==> config.mk <==
export PLATFORM = sky130hd
export DESIGN_NAME = rob_commit_buffer
export DESIGN_NICKNAME = d
export VERILOG_FILES = /design/src/rtl/rob_commit_buffer.sv
export SDC_FILE = /design/constraint.sdc
export NUM_CORES = 1
export LEC_CHECK = 0
export BUFFER_PORTS_ARGS = -buffer_cell sky130_fd_sc_hd__buf_2
export CORE_ASPECT_RATIO = 0.5
export CORE_MARGIN = 4
export CORE_UTILIZATION = 48
export DETAILED_ROUTE_END_ITERATION = 8
export GPL_TIMING_DRIVEN = 0
export MAX_ROUTING_LAYER = met4
export PLACE_DENSITY = 0.84
export SYNTH_ARGS = -nofsm -noshare
export SYNTH_HDL_FRONTEND = slang
export SYNTH_SLANG_ARGS = --single-unit
==> constraint.sdc <==
create_clock -name clk -period 4.4 [get_ports clk]
set_input_delay 0.88 -clock clk [delete_from_list [all_inputs] [get_ports clk]]
set_output_delay 0.88 -clock clk [all_outputs]
set_load 0.03 [all_outputs]
==> src/rtl/rob_commit_buffer.sv <==
// Reorder-buffer storage: dispatch allocates at the tail, the CDB completes entries by tag, and the head retires in order.
// Optional macro ROB_COMMIT_BYPASS_EN lets a CDB completion to the head entry retire in the same cycle.
module rob_commit_buffer #(
  parameter int unsigned DEPTH    = 2,
  parameter int unsigned TAG_BITS = 1,
  parameter int unsigned DW       = 32,
  parameter int unsigned AW       = 26
) (
  input  logic                clk,
  input  logic                rst,
  input  logic                flush,
  input  logic                alloc_valid,
  output logic                alloc_ready,
  input  logic [1:0]          alloc_inst_type,
  input  logic [5:0]          alloc_reg_dest,
  input  logic [AW-1:0]       alloc_mem_dest,
  input  logic                alloc_jump_reg,
  output logic [TAG_BITS-1:0] alloc_tag,
  input  logic                cdb_valid,
  input  logic [TAG_BITS-1:0] cdb_tag,
  input  logic [DW-1:0]       cdb_value,
  input  logic [AW-1:0]       cdb_mem_dest,
  input  logic [TAG_BITS-1:0] rd_tag,
  output logic                rd_ready,
  output logic [DW-1:0]       rd_value,
  output logic                commit_valid,
  input  logic                commit_ready,
  output logic [TAG_BITS-1:0] commit_tag,
  output logic [1:0]          commit_inst_type,
  output logic [5:0]          commit_reg_dest,
  output logic [AW-1:0]       commit_mem_dest,
  output logic [DW-1:0]       commit_value,
  output logic                commit_jump_reg,
  output logic [TAG_BITS:0]   count
);

  localparam int unsigned CW         = TAG_BITS + 1;
  localparam logic [1:0]  TYPE_STORE = 2'd1;
  localparam logic [1:0]  TYPE_NOP   = 2'd3;

  typedef struct packed {
    logic [1:0]    inst_type;
    logic [5:0]    reg_dest;
    logic [AW-1:0] mem_dest;
    logic [DW-1:0] value;
    logic          jump_reg;
    logic          ready;
  } rob_entry_t;

  rob_entry_t          entry_q [DEPTH];
  rob_entry_t          entry_d [DEPTH];
  logic [DEPTH-1:0]    occ_q, occ_d;
  logic [TAG_BITS-1:0] head_q, head_d;
  logic [TAG_BITS-1:0] tail_q, tail_d;
  logic [CW-1:0]       count_q, count_d;

  rob_entry_t head_e;
  logic       alloc_fire;
  logic       cpl_fire;
  logic       commit_fire;
  logic       bypass_hit;

  // Handshakes: a completion only lands on an occupied, not-yet-ready entry.
  assign head_e      = entry_q[head_q];
  assign alloc_ready = (count_q < CW'(DEPTH));
  assign alloc_fire  = alloc_valid && alloc_ready;
  assign cpl_fire    = cdb_valid && occ_q[cdb_tag] && !entry_q[cdb_tag].ready;
`ifdef ROB_COMMIT_BYPASS_EN
  assign bypass_hit  = cpl_fire && (cdb_tag == head_q);
`else
  assign bypass_hit  = 1'b0;
`endif
  assign commit_valid = occ_q[head_q] && (head_e.ready || bypass_hit);
  assign commit_fire  = commit_valid && commit_ready;

  assign alloc_tag        = tail_q;
  assign count            = count_q;
  assign commit_tag       = head_q;
  assign commit_inst_type = head_e.inst_type;
  assign commit_reg_dest  = head_e.reg_dest;
  assign commit_jump_reg  = head_e.jump_reg;
  assign commit_value     = bypass_hit ? cdb_value : head_e.value;
  assign commit_mem_dest  = (bypass_hit && (head_e.inst_type == TYPE_STORE)) ? cdb_mem_dest
                                                                             : head_e.mem_dest;
  assign rd_ready = occ_q[rd_tag] && entry_q[rd_tag].ready;
  assign rd_value = entry_q[rd_tag].value;

  // Next-state: flush wins over allocate, complete and commit.
  always_comb begin
    entry_d = entry_q;
    occ_d   = occ_q;
    head_d  = head_q;
    tail_d  = tail_q;
    count_d = count_q;
    if (flush) begin
      occ_d = '0;
      for (int i = 0; i < int'(DEPTH); i++) entry_d[i].ready = 1'b0;
      head_d  = '0;
      tail_d  = '0;
      count_d = '0;
    end else begin
      if (cpl_fire) begin
        entry_d[cdb_tag].value = cdb_value;
        entry_d[cdb_tag].ready = 1'b1;
        if (entry_q[cdb_tag].inst_type == TYPE_STORE) entry_d[cdb_tag].mem_dest = cdb_mem_dest;
      end
      if (commit_fire) begin
        occ_d[head_q] = 1'b0;
        head_d        = TAG_BITS'(head_q + 1'b1);
      end
      if (alloc_fire) begin
        entry_d[tail_q].inst_type = alloc_inst_type;
        entry_d[tail_q].reg_dest  = alloc_reg_dest;
        entry_d[tail_q].mem_dest  = alloc_mem_dest;
        entry_d[tail_q].value     = '0;
        entry_d[tail_q].jump_reg  = alloc_jump_reg;
        entry_d[tail_q].ready     = (alloc_inst_type == TYPE_NOP);
        occ_d[tail_q]             = 1'b1;
        tail_d                    = TAG_BITS'(tail_q + 1'b1);
      end
      case ({alloc_fire, commit_fire})
        2'b10:   count_d = CW'(count_q + 1'b1);
        2'b01:   count_d = CW'(count_q - 1'b1);
        default: count_d = count_q;
      endcase
    end
  end

  always_ff @(posedge clk or posedge rst) begin
    if (rst) begin
      for (int i = 0; i < int'(DEPTH); i++) entry_q[i] <= '0;
      occ_q   <= '0;
      head_q  <= '0;
      tail_q  <= '0;
      count_q <= '0;
    end else begin
      for (int i = 0; i < int'(DEPTH); i++) entry_q[i] <= entry_d[i];
      occ_q   <= occ_d;
      head_q  <= head_d;
      tail_q  <= tail_d;
      count_q <= count_d;
    end
  end

  count_bounded_a: assert property (@(posedge clk) disable iff (rst) count_q <= CW'(DEPTH));

endmodule

# Word-level counts from Yosys, hierarchy flattened
# Cells that the tools add are included.
# Widths: inputs -> output; s select.
# word_totals
reg_bits	142
out_inout_bits	106
elab_cells	120
# op_classes
addsub	4
n_lt_le_gt_ge	13
eq_ne	4
muxes	62
n_bitwise	7
n_reduce_logical	14
# ops
cell	n
$bwmux 136	9
$demux 68 s1	9
$mux 136	4
$mux 68	7
$mux 34	5
$mux 60	2
$mux 66	1
$mux 1	16
$mux 2	6
$logic_and 1x1->1	10
$ge 2x2->1 const B	4
$lt 1x2->1 const B	4
$not 1->2	4
$eq 2x1->1 const B	2
$eq 2x2->1 const B	2
$lt 2x1->1 const B	2
$pmux 2 s2	1
$reduce_bool 2->1	2
$reduce_bool 3->1	1
$add 1x1->1 const B	2
$add 2x1->2 const B	1
$and 2x2->2	1
$demux 1 s1	2
$ge 1x1->1 const B	2
5 further kinds	5

# Logic depth before layout (Yosys ltp)
# Gate-level depths: netlist (run 1).
# depth
depth_word	19
ltp_mapped	7
mapped_depth_nobuf	4

# Worst setup path before layout (run 1)
# OpenSTA, ideal clock, no wires.
# synth_timing
path_type	input -> output
start	input port rd_tag
end	output port rd_ready
t_arrival_ps	1999
required_time_ps	3520
setup_slack_ps	1521
path_stages	3
path_buffers	2
cell_sequence	clkbuf_1 > clkbuf_1 > o21ai_0
# synth_via
elab_chain_cells	5
word_cells_on_any_way	7
cone_classes	mux: 5; bitwise: 1; reduce/logical: 1
# synth_rtl
item	line_no	rtl
start: declaration	23	input logic [TAG_BITS-1:0] rd_tag,
$not 1->2 (implied by the code)	85	assign rd_ready = occ_q[rd_tag] && entry_q[rd_tag].ready;
$mux 34 (3 in a row)	-	
$logic_and 1x1->1 *	85	
end: declaration	24	output logic rd_ready,
# Every way passes the cells marked *; elsewhere a longest branch is shown, timed or not. The select of a mux whose other input is x is not followed.

# Final worst setup path (run 1)
# layout_timing
start	register head_q (netlist: commit_tag)
end	output port commit_mem_dest[25]
# layout_via
elab_chain_cells	4
# layout_rtl
item	line_no	rtl
start: declaration	53	logic [TAG_BITS-1:0] head_q, head_d;
start signal: assignment	133	head_q <= '0;
start signal: assignment	139	head_q <= head_d;
$not 1->2 (implied by the code)	64	assign head_e = entry_q[head_q];
$mux 68 (implied by the code) (3 in a row)	64	
end: declaration	31	output logic [AW-1:0] commit_mem_dest,
# No other way between the ends. The select of a mux whose other input is x is not followed.

==> flow_summary.ini, run 1 <==
[worst_setup_path]
required_ns = 3.52
end_kind = primary output
reg2reg_depth = 6
crit_type = flop to primary output
rrSetupSlack_ns = 1.92
startpoint_type = flop
cp.arrival_ns = 3.00
timing.rr.start = commit_tag
crit_fanout = 10
r2r-end = occ_q[1]

[drt]
drc = 0
drt_wl_total_mm = 21.28
vias = 6498
vias_per_cell = 5.700
wire_per_inst_um = 18.67
firstDrtPassIters = 5
drtAntennaViolNets = 0
drtIter0Drc = 424

[sta]
setup_viol_count_final = 0
slew_viol_final = 0
finalHoldViolations = 0
worst_pin_slew_ns = 0.8554
period_needed_ns = 3.879
whs_ns = 0.4797
post-route-period-util_pct = 88.15
relSlewSlack_pct = 42.82
fmax_mhz = 257.8
setup_tns_ns = 0
clock_skew_ns = 0.01018
rsz0062_at_grt = no

[clock_network]
cts_sinks = 142
cts.repair.resized = 0
cts_htree_levels = 4
cts_buffer_depth = 2
clk_pin_slew_ns = 0.06
numCtsBuffers = 17
cts_hold_buf = 0
postCtsSetupBuffers = 0
clock_latency_ns = 0.42
cts_root_buf = clkbuf_16
cts_tree = done

[final_layout]
area_delta_synth_final_pct = 26.69
drive_above_1_share_pct = 39.49
layout_commonest_cell = buf_2
nFillCells = 1213
layout_common_cells = buf_2, dfrtp_1, nand2_1
n_antenna_cell = 0
layout.nets = 1030

[placement]
hpwl_mm = 15.16
gp_congestion = 0.8223
port_buffers = 205

[status]
outcome = finished, final reports clean

[grt]
first_global_vias = 6652
grt_first_pass_wirelength_mm = 33.94
grt_use_met3_pct = 4.116
grt_overflow_total = 0
use_met2_pct = 43.46
grt_usage_pct = 25.35
grt-busiest-layer = met2
antenna_found_initial = 0
grt_use_met1_pct = 30.86
grt_max_degree = 39

[power_and_ir_drop]
p_sw_share_pct = 32.17
leakage_nw = 4.218
clkPwrFrac_pct = 33.9
p_per_area_mw_per_mm2 = 471.7
switching_power_mw = 1.402
seq_power_share_pct = 39.6
internal_power_mw = 2.957
power_frac_comb_pct = 26.4
fin_total_pwr_mw = 4.359
irDropWorstVdd_mv = 0.3277

[yosys]
ys_seq_elements = 142
syn_area_sq_mm = 0.007294
synth.area.top_cells = dfrtp_1, mux2_2, nand2_1, o22a_1, a21oi_1
yosys_warnings = 0
synth.distinct_cells = 37
syn_nets = 803
synth_top_area_share_pct = 48.71
avgSynthCellArea_sq_um = 10.39
synth_cells = 702
yosysSeqAreaShare_pct = 48.71
yosysTopAreaCell = dfrtp_1

[floorplan]
initial_utilization_pct = 49.75
dieHeight_um = 95.17
rows = 31
die_area_sq_mm = 0.01735
num_io_pins = 207
die_width_um = 182.3
core_sq_mm = 0.01466

[worst_hold_path]
holdCritStartpoint = entry_q[44]
hold_class = flop to flop
holdPathEnd = entry_q[44]
holdPathStages = 1

[flow_run]
max_cap_violations = 0
power groups by stage:
| stage | clock (mW) | combinational (mW) | sequential [mW] |
|---|---|---|---|
| 2_1_floorplan | 0 | 0.838 | 1.71 |
| 3_3_place_gp | 0 | 1.12 | 1.72 |
| 3_5_place_dp | 0 | 1.15 | 1.75 |
| 4_1_cts | 1.50 | 1.16 | 1.72 |
| 5_1_grt | 1.56 | 1.23 | 1.76 |
| 6_report | 1.48 | 1.15 | 1.73 |
state kept, by name (all words and copies together), names as in the netlist:
signal      count
count           2
entry_q       136
commit_tag      1
alloc_tag       1
occ_q           2
metal layers:
metal | vias to the layer above | wire length (um)
met5 | - | 0
met4 | 0 | 400
met3 | 38 | 1237
met2 | 240 | 10790
met1 | 3239 | 8852
li1 | 2981 | -
metrics by stage:
step | utilization, % | instance area [sq um] | setup slack [ns] | instances
2_1_floorplan | - | 7298 | 1.521 | 702
3_3_place_gp | 58.47 | 8572 | 0.8672 | 1105
3_5_place_dp | 58.88 | 8632 | 0.9692 | 1108
4_1_cts | 63.03 | 9241 | 0.5187 | 1140
5_1_grt | 63.03 | 9241 | 0.3800 | 1140
6_report | 63.03 | 9241 | 0.5214 | 1140
final cells by class:
class / count / area, sq um / share of cell area, %
Sequential cell: 142 / 3553 / 38.45
Clock buffer: 19 / 442.9 / 4.793
Timing Repair Buffer: 208 / 1086 / 11.75
Inverter: 3 / 15.01 / 0.1625
Clock inverter: 13 / 166.4 / 1.801
Tap cell: 198 / 247.7 / 2.681
Multi-Input combinational cell: 495 / 3466 / 37.50
Buffer: 62 / 264.0 / 2.857
worst max-delay path, cell delays in order, from the launching register on:
cell and delay [ns]:
dfrtp_1 0.35, clkbuf_1 0.52, clkbuf_1 0.58, clkbuf_1 0.52
mux2_2 0.42, buf_2 0.18
logic make-up (layout without fill, tap and decap cells):
kind of cell | count (synthesis) | in the layout | share of synthesized area [%]
flip-flops | 142 | 142 | 48.71
AO/OA/AOI/OAI | 183 | 183 | 17.31
buffers and inverters | 65 | 305 | 3.774
multiplexers | 117 | 117 | 18.06
XOR/XNOR | 2 | 2 | 0.2402
AND/OR/NAND/NOR | 193 | 193 | 11.90
how the worst max path moves through the flow:
stage | startpoint | endpoint | cells past startpoint | slack (ns)
after floorplan | rd_tag | rd_ready | 3 | 1.52
after global routing | commit_tag | commit_inst_type[0] | 5 | 0.38
after CTS | commit_tag | commit_mem_dest[25] | 5 | 0.52
final | commit_tag | commit_mem_dest[25] | 5 | 0.52
after detailed placement | commit_tag | commit_mem_dest[25] | 5 | 0.97
after global placement | rst | entry_q[73] | 2 | 0.87
synth_stat cells:
cell and n:
nor2b_1 1, o2bb2ai_1 25, o41ai_1 1, buf_1 8, nand3_1 5, buf_6 2, mux2_1 3, a21oi_2 1
nor2_1 6, a211oi_1 2, buf_2 13, nor3b_1 2, xnor2_1 1, a31oi_1 24, clkbuf_1 39, o22a_1 51
or3b_1 1, a32oi_1 1, nand3b_1 3, a21bo_2 1, nor3_1 6, a21o_1 1, and2_1 24, o32a_1 1
or3_1 3, and3b_1 1, nor4b_2 1, a21oi_1 73, o21ai_0 1, nand2b_1 3, mux2_2 114, a22oi_1 1
inv_1 3, xor2_1 1, dfrtp_1 142, nand2_1 135, or4b_1 2
Power figures use the tool's default switching activity.
==> inputs of run 2 (changes only) <==
CELL_PAD_IN_SITES_DETAIL_PLACEMENT = 2   (was not set)
CELL_PAD_IN_SITES_GLOBAL_PLACEMENT = 2   (was not set)
CORE_UTILIZATION = 29   (was 48)
HOLD_SLACK_MARGIN = 0.05   (was not set)
PLACE_DENSITY = 0.83   (was 0.84)
==> run 2 against run 1 <==
Compared with the run above: sequential share of layout area fell by 0.94 points; utilization is 24 points lower; via count rose by 0.98%; critical endpoint is now commit_reg_dest[1]; largest power group unchanged.
==> flow_summary.ini, run 2 (same netlist as run 1, synthesis figures left out) <==
[sta]
setup_viol_count_final = 0
setup_tns_ns = 0
worst_pin_slew_ns = 0.8494
fmax_mhz = 251.5
slew_viol_final = 0
rsz0062_at_grt = no
clock_skew_ns = 0.01273
finalHoldViolations = 0
finalWorstSetupSlack_ns = 0.4234
post-route-period-util_pct = 90.38
relSlewSlack_pct = 42.94
period_needed_ns = 3.977

[clock_network]
cts_tree = done
clk_pin_slew_ns = 0.07
postCtsSetupBuffers = 0
numCtsBuffers = 17
cts_hold_buf = 0
clock_latency_ns = 0.44
cts_sinks = 142
cts_buffer_depth = 2
cts_root_buf = clkbuf_16
cts_htree_levels = 4
cts.repair.resized = 0

[final_layout]
final_area_sq_mm = 0.009474
area_delta_synth_final_pct = 29.88
largest_reg_flops = 136
layout_common_cells = buf_2, dfrtp_1, nand2_1
multi_input_area_sq_mm = 0.003466
postLayoutCoreUtil_pct = 38.87
layout.nets = 1031
largest-register = entry_q
seq_area_sq_mm = 0.003553
layout_commonest_cell = buf_2
nFillCells = 2676
drive_above_1_share_pct = 39.34

[drt]
drc = 0
firstDrtPassIters = 6
vias_per_cell = 5.115
drtAntennaViolNets = 0
vias = 6562
drt_wl_total_mm = 28.59
wire_per_inst_um = 22.28
drtIter0Drc = 296

[power_and_ir_drop]
seq_power_share_pct = 38.4
power_frac_comb_pct = 26.1
switching_power_mw = 1.492
clkPwrFrac_pct = 35.5
fin_total_pwr_mw = 4.563
leakage_nw = 4.257
internal_power_mw = 3.071
p_sw_share_pct = 32.70
irDropWorstVdd_mv = 0.2301
p_per_area_mw_per_mm2 = 481.6

[worst_setup_path]
crit_type = flop to primary output
cp_cell_sequence = clkbuf_1 > clkbuf_1 > clkbuf_1 > mux2_2 > buf_2
timing.rr.start = commit_tag
crit_path_max_incr_delay_ns = 0.63
cpMostUsedCell = clkbuf_1
cpLargestDelayFamily = buffers and inverters
worst-path-buf-inv = 4
endpoint = commit_reg_dest[1]
reg2reg_depth = 6
cp.arrival_ns = 3.10
startpoint_type = flop
end_kind = primary output
worst_path_max_delay_cell = clkbuf_1
crit_fanout = 10
crit_path_start = commit_tag
rrSetupSlack_ns = 1.81
cp.depth = 5
r2r-end = occ_q[1]
required_ns = 3.52

[placement]
hpwl_mm = 20.60
place_area_sq_mm = 0.008825
port_buffers = 205
dp_slack_ns = 0.8507
gp_congestion = 0.7869

[grt]
grt_first_pass_wirelength_mm = 44.56
first_global_vias = 7631
antenna_found_initial = 4
grt_use_met3_pct = 3.463
grt_usage_pct = 21.23
grt_overflow_total = 0
grt-busiest-layer = met2
use_met2_pct = 38.12
grt_max_degree = 37
grt_use_met1_pct = 24.01

[status]
outcome = finished, final reports clean

[floorplan]
rows = 40
die_area_sq_mm = 0.02791
core_sq_mm = 0.02437
dieHeight_um = 120.1
initial_utilization_pct = 29.93
die_width_um = 232.3
num_io_pins = 207

[worst_hold_path]
hold_class = flop to flop

[flow_run]
max_cap_violations = 0
[run 2: changes by cell type in the layout (fill, tap and decap cells not counted), moves of 2 or more]
cell	previous run	this run
bufinv_16	3	5
clkbuf_1	40	42
diode_2	0	4
clkinv_2	1	3
clkinvlp_4	7	3
clkinv_4	3	1
[run 2: power groups by stage]
stage | sequential [mW] | combinational [mW] | clock [mW]
CTS | 1.75 | 1.21 | 1.65
floorplan | 1.71 | 0.838 | 0
global route | 1.78 | 1.28 | 1.72
finish | 1.75 | 1.19 | 1.62
global placement | 1.73 | 1.15 | 0
detailed placement | 1.76 | 1.19 | 0
[run 2: how the worst min path moves through the flow]
| stage | startpoint | to | slack (ns) | depth (start not counted) |
|---|---|---|---|---|
| after CTS | entry_q[37] | entry_q[37] | 0.49 | 1 |
| after global placement | entry_q[62] | entry_q[62] | 0.46 | 1 |
| after global routing | entry_q[37] | entry_q[37] | 0.50 | 1 |
| final | entry_q[43] | entry_q[43] | 0.49 | 1 |
| after floorplan | entry_q[35] | entry_q[35] | 0.45 | 1 |
| after detailed placement | entry_q[54] | entry_q[54] | 0.47 | 1 |
[run 2: routing by layer]
metal	up-vias	part of all wire (%)
li1	2985	-
met5	-	0
met3	45	1.8
met2	97	54
met1	3435	42
met4	0	2.5
[run 2: stage by stage]
stage	hold WS (ns)	std cells
global route	0.4963	1283
global placement	0.4622	1243
floorplan	0.4507	702
detailed placement	0.4715	1247
CTS	0.4899	1279
finish	0.4858	1283
[run 2: area by class of cell]
| cell class | instances | share of cell area [%] |
|---|---|---|
| repair buffers | 209 | 11.67 |
| inverters | 3 | 0.1585 |
| clock buffers | 21 | 4.754 |
| plain buffers | 62 | 2.787 |
| clock inverters | 11 | 1.994 |
| flip-flops and latches | 142 | 37.51 |
| diodes | 4 | 0.1057 |
| multi-input cells | 495 | 36.58 |
| well taps | 336 | 4.437 |
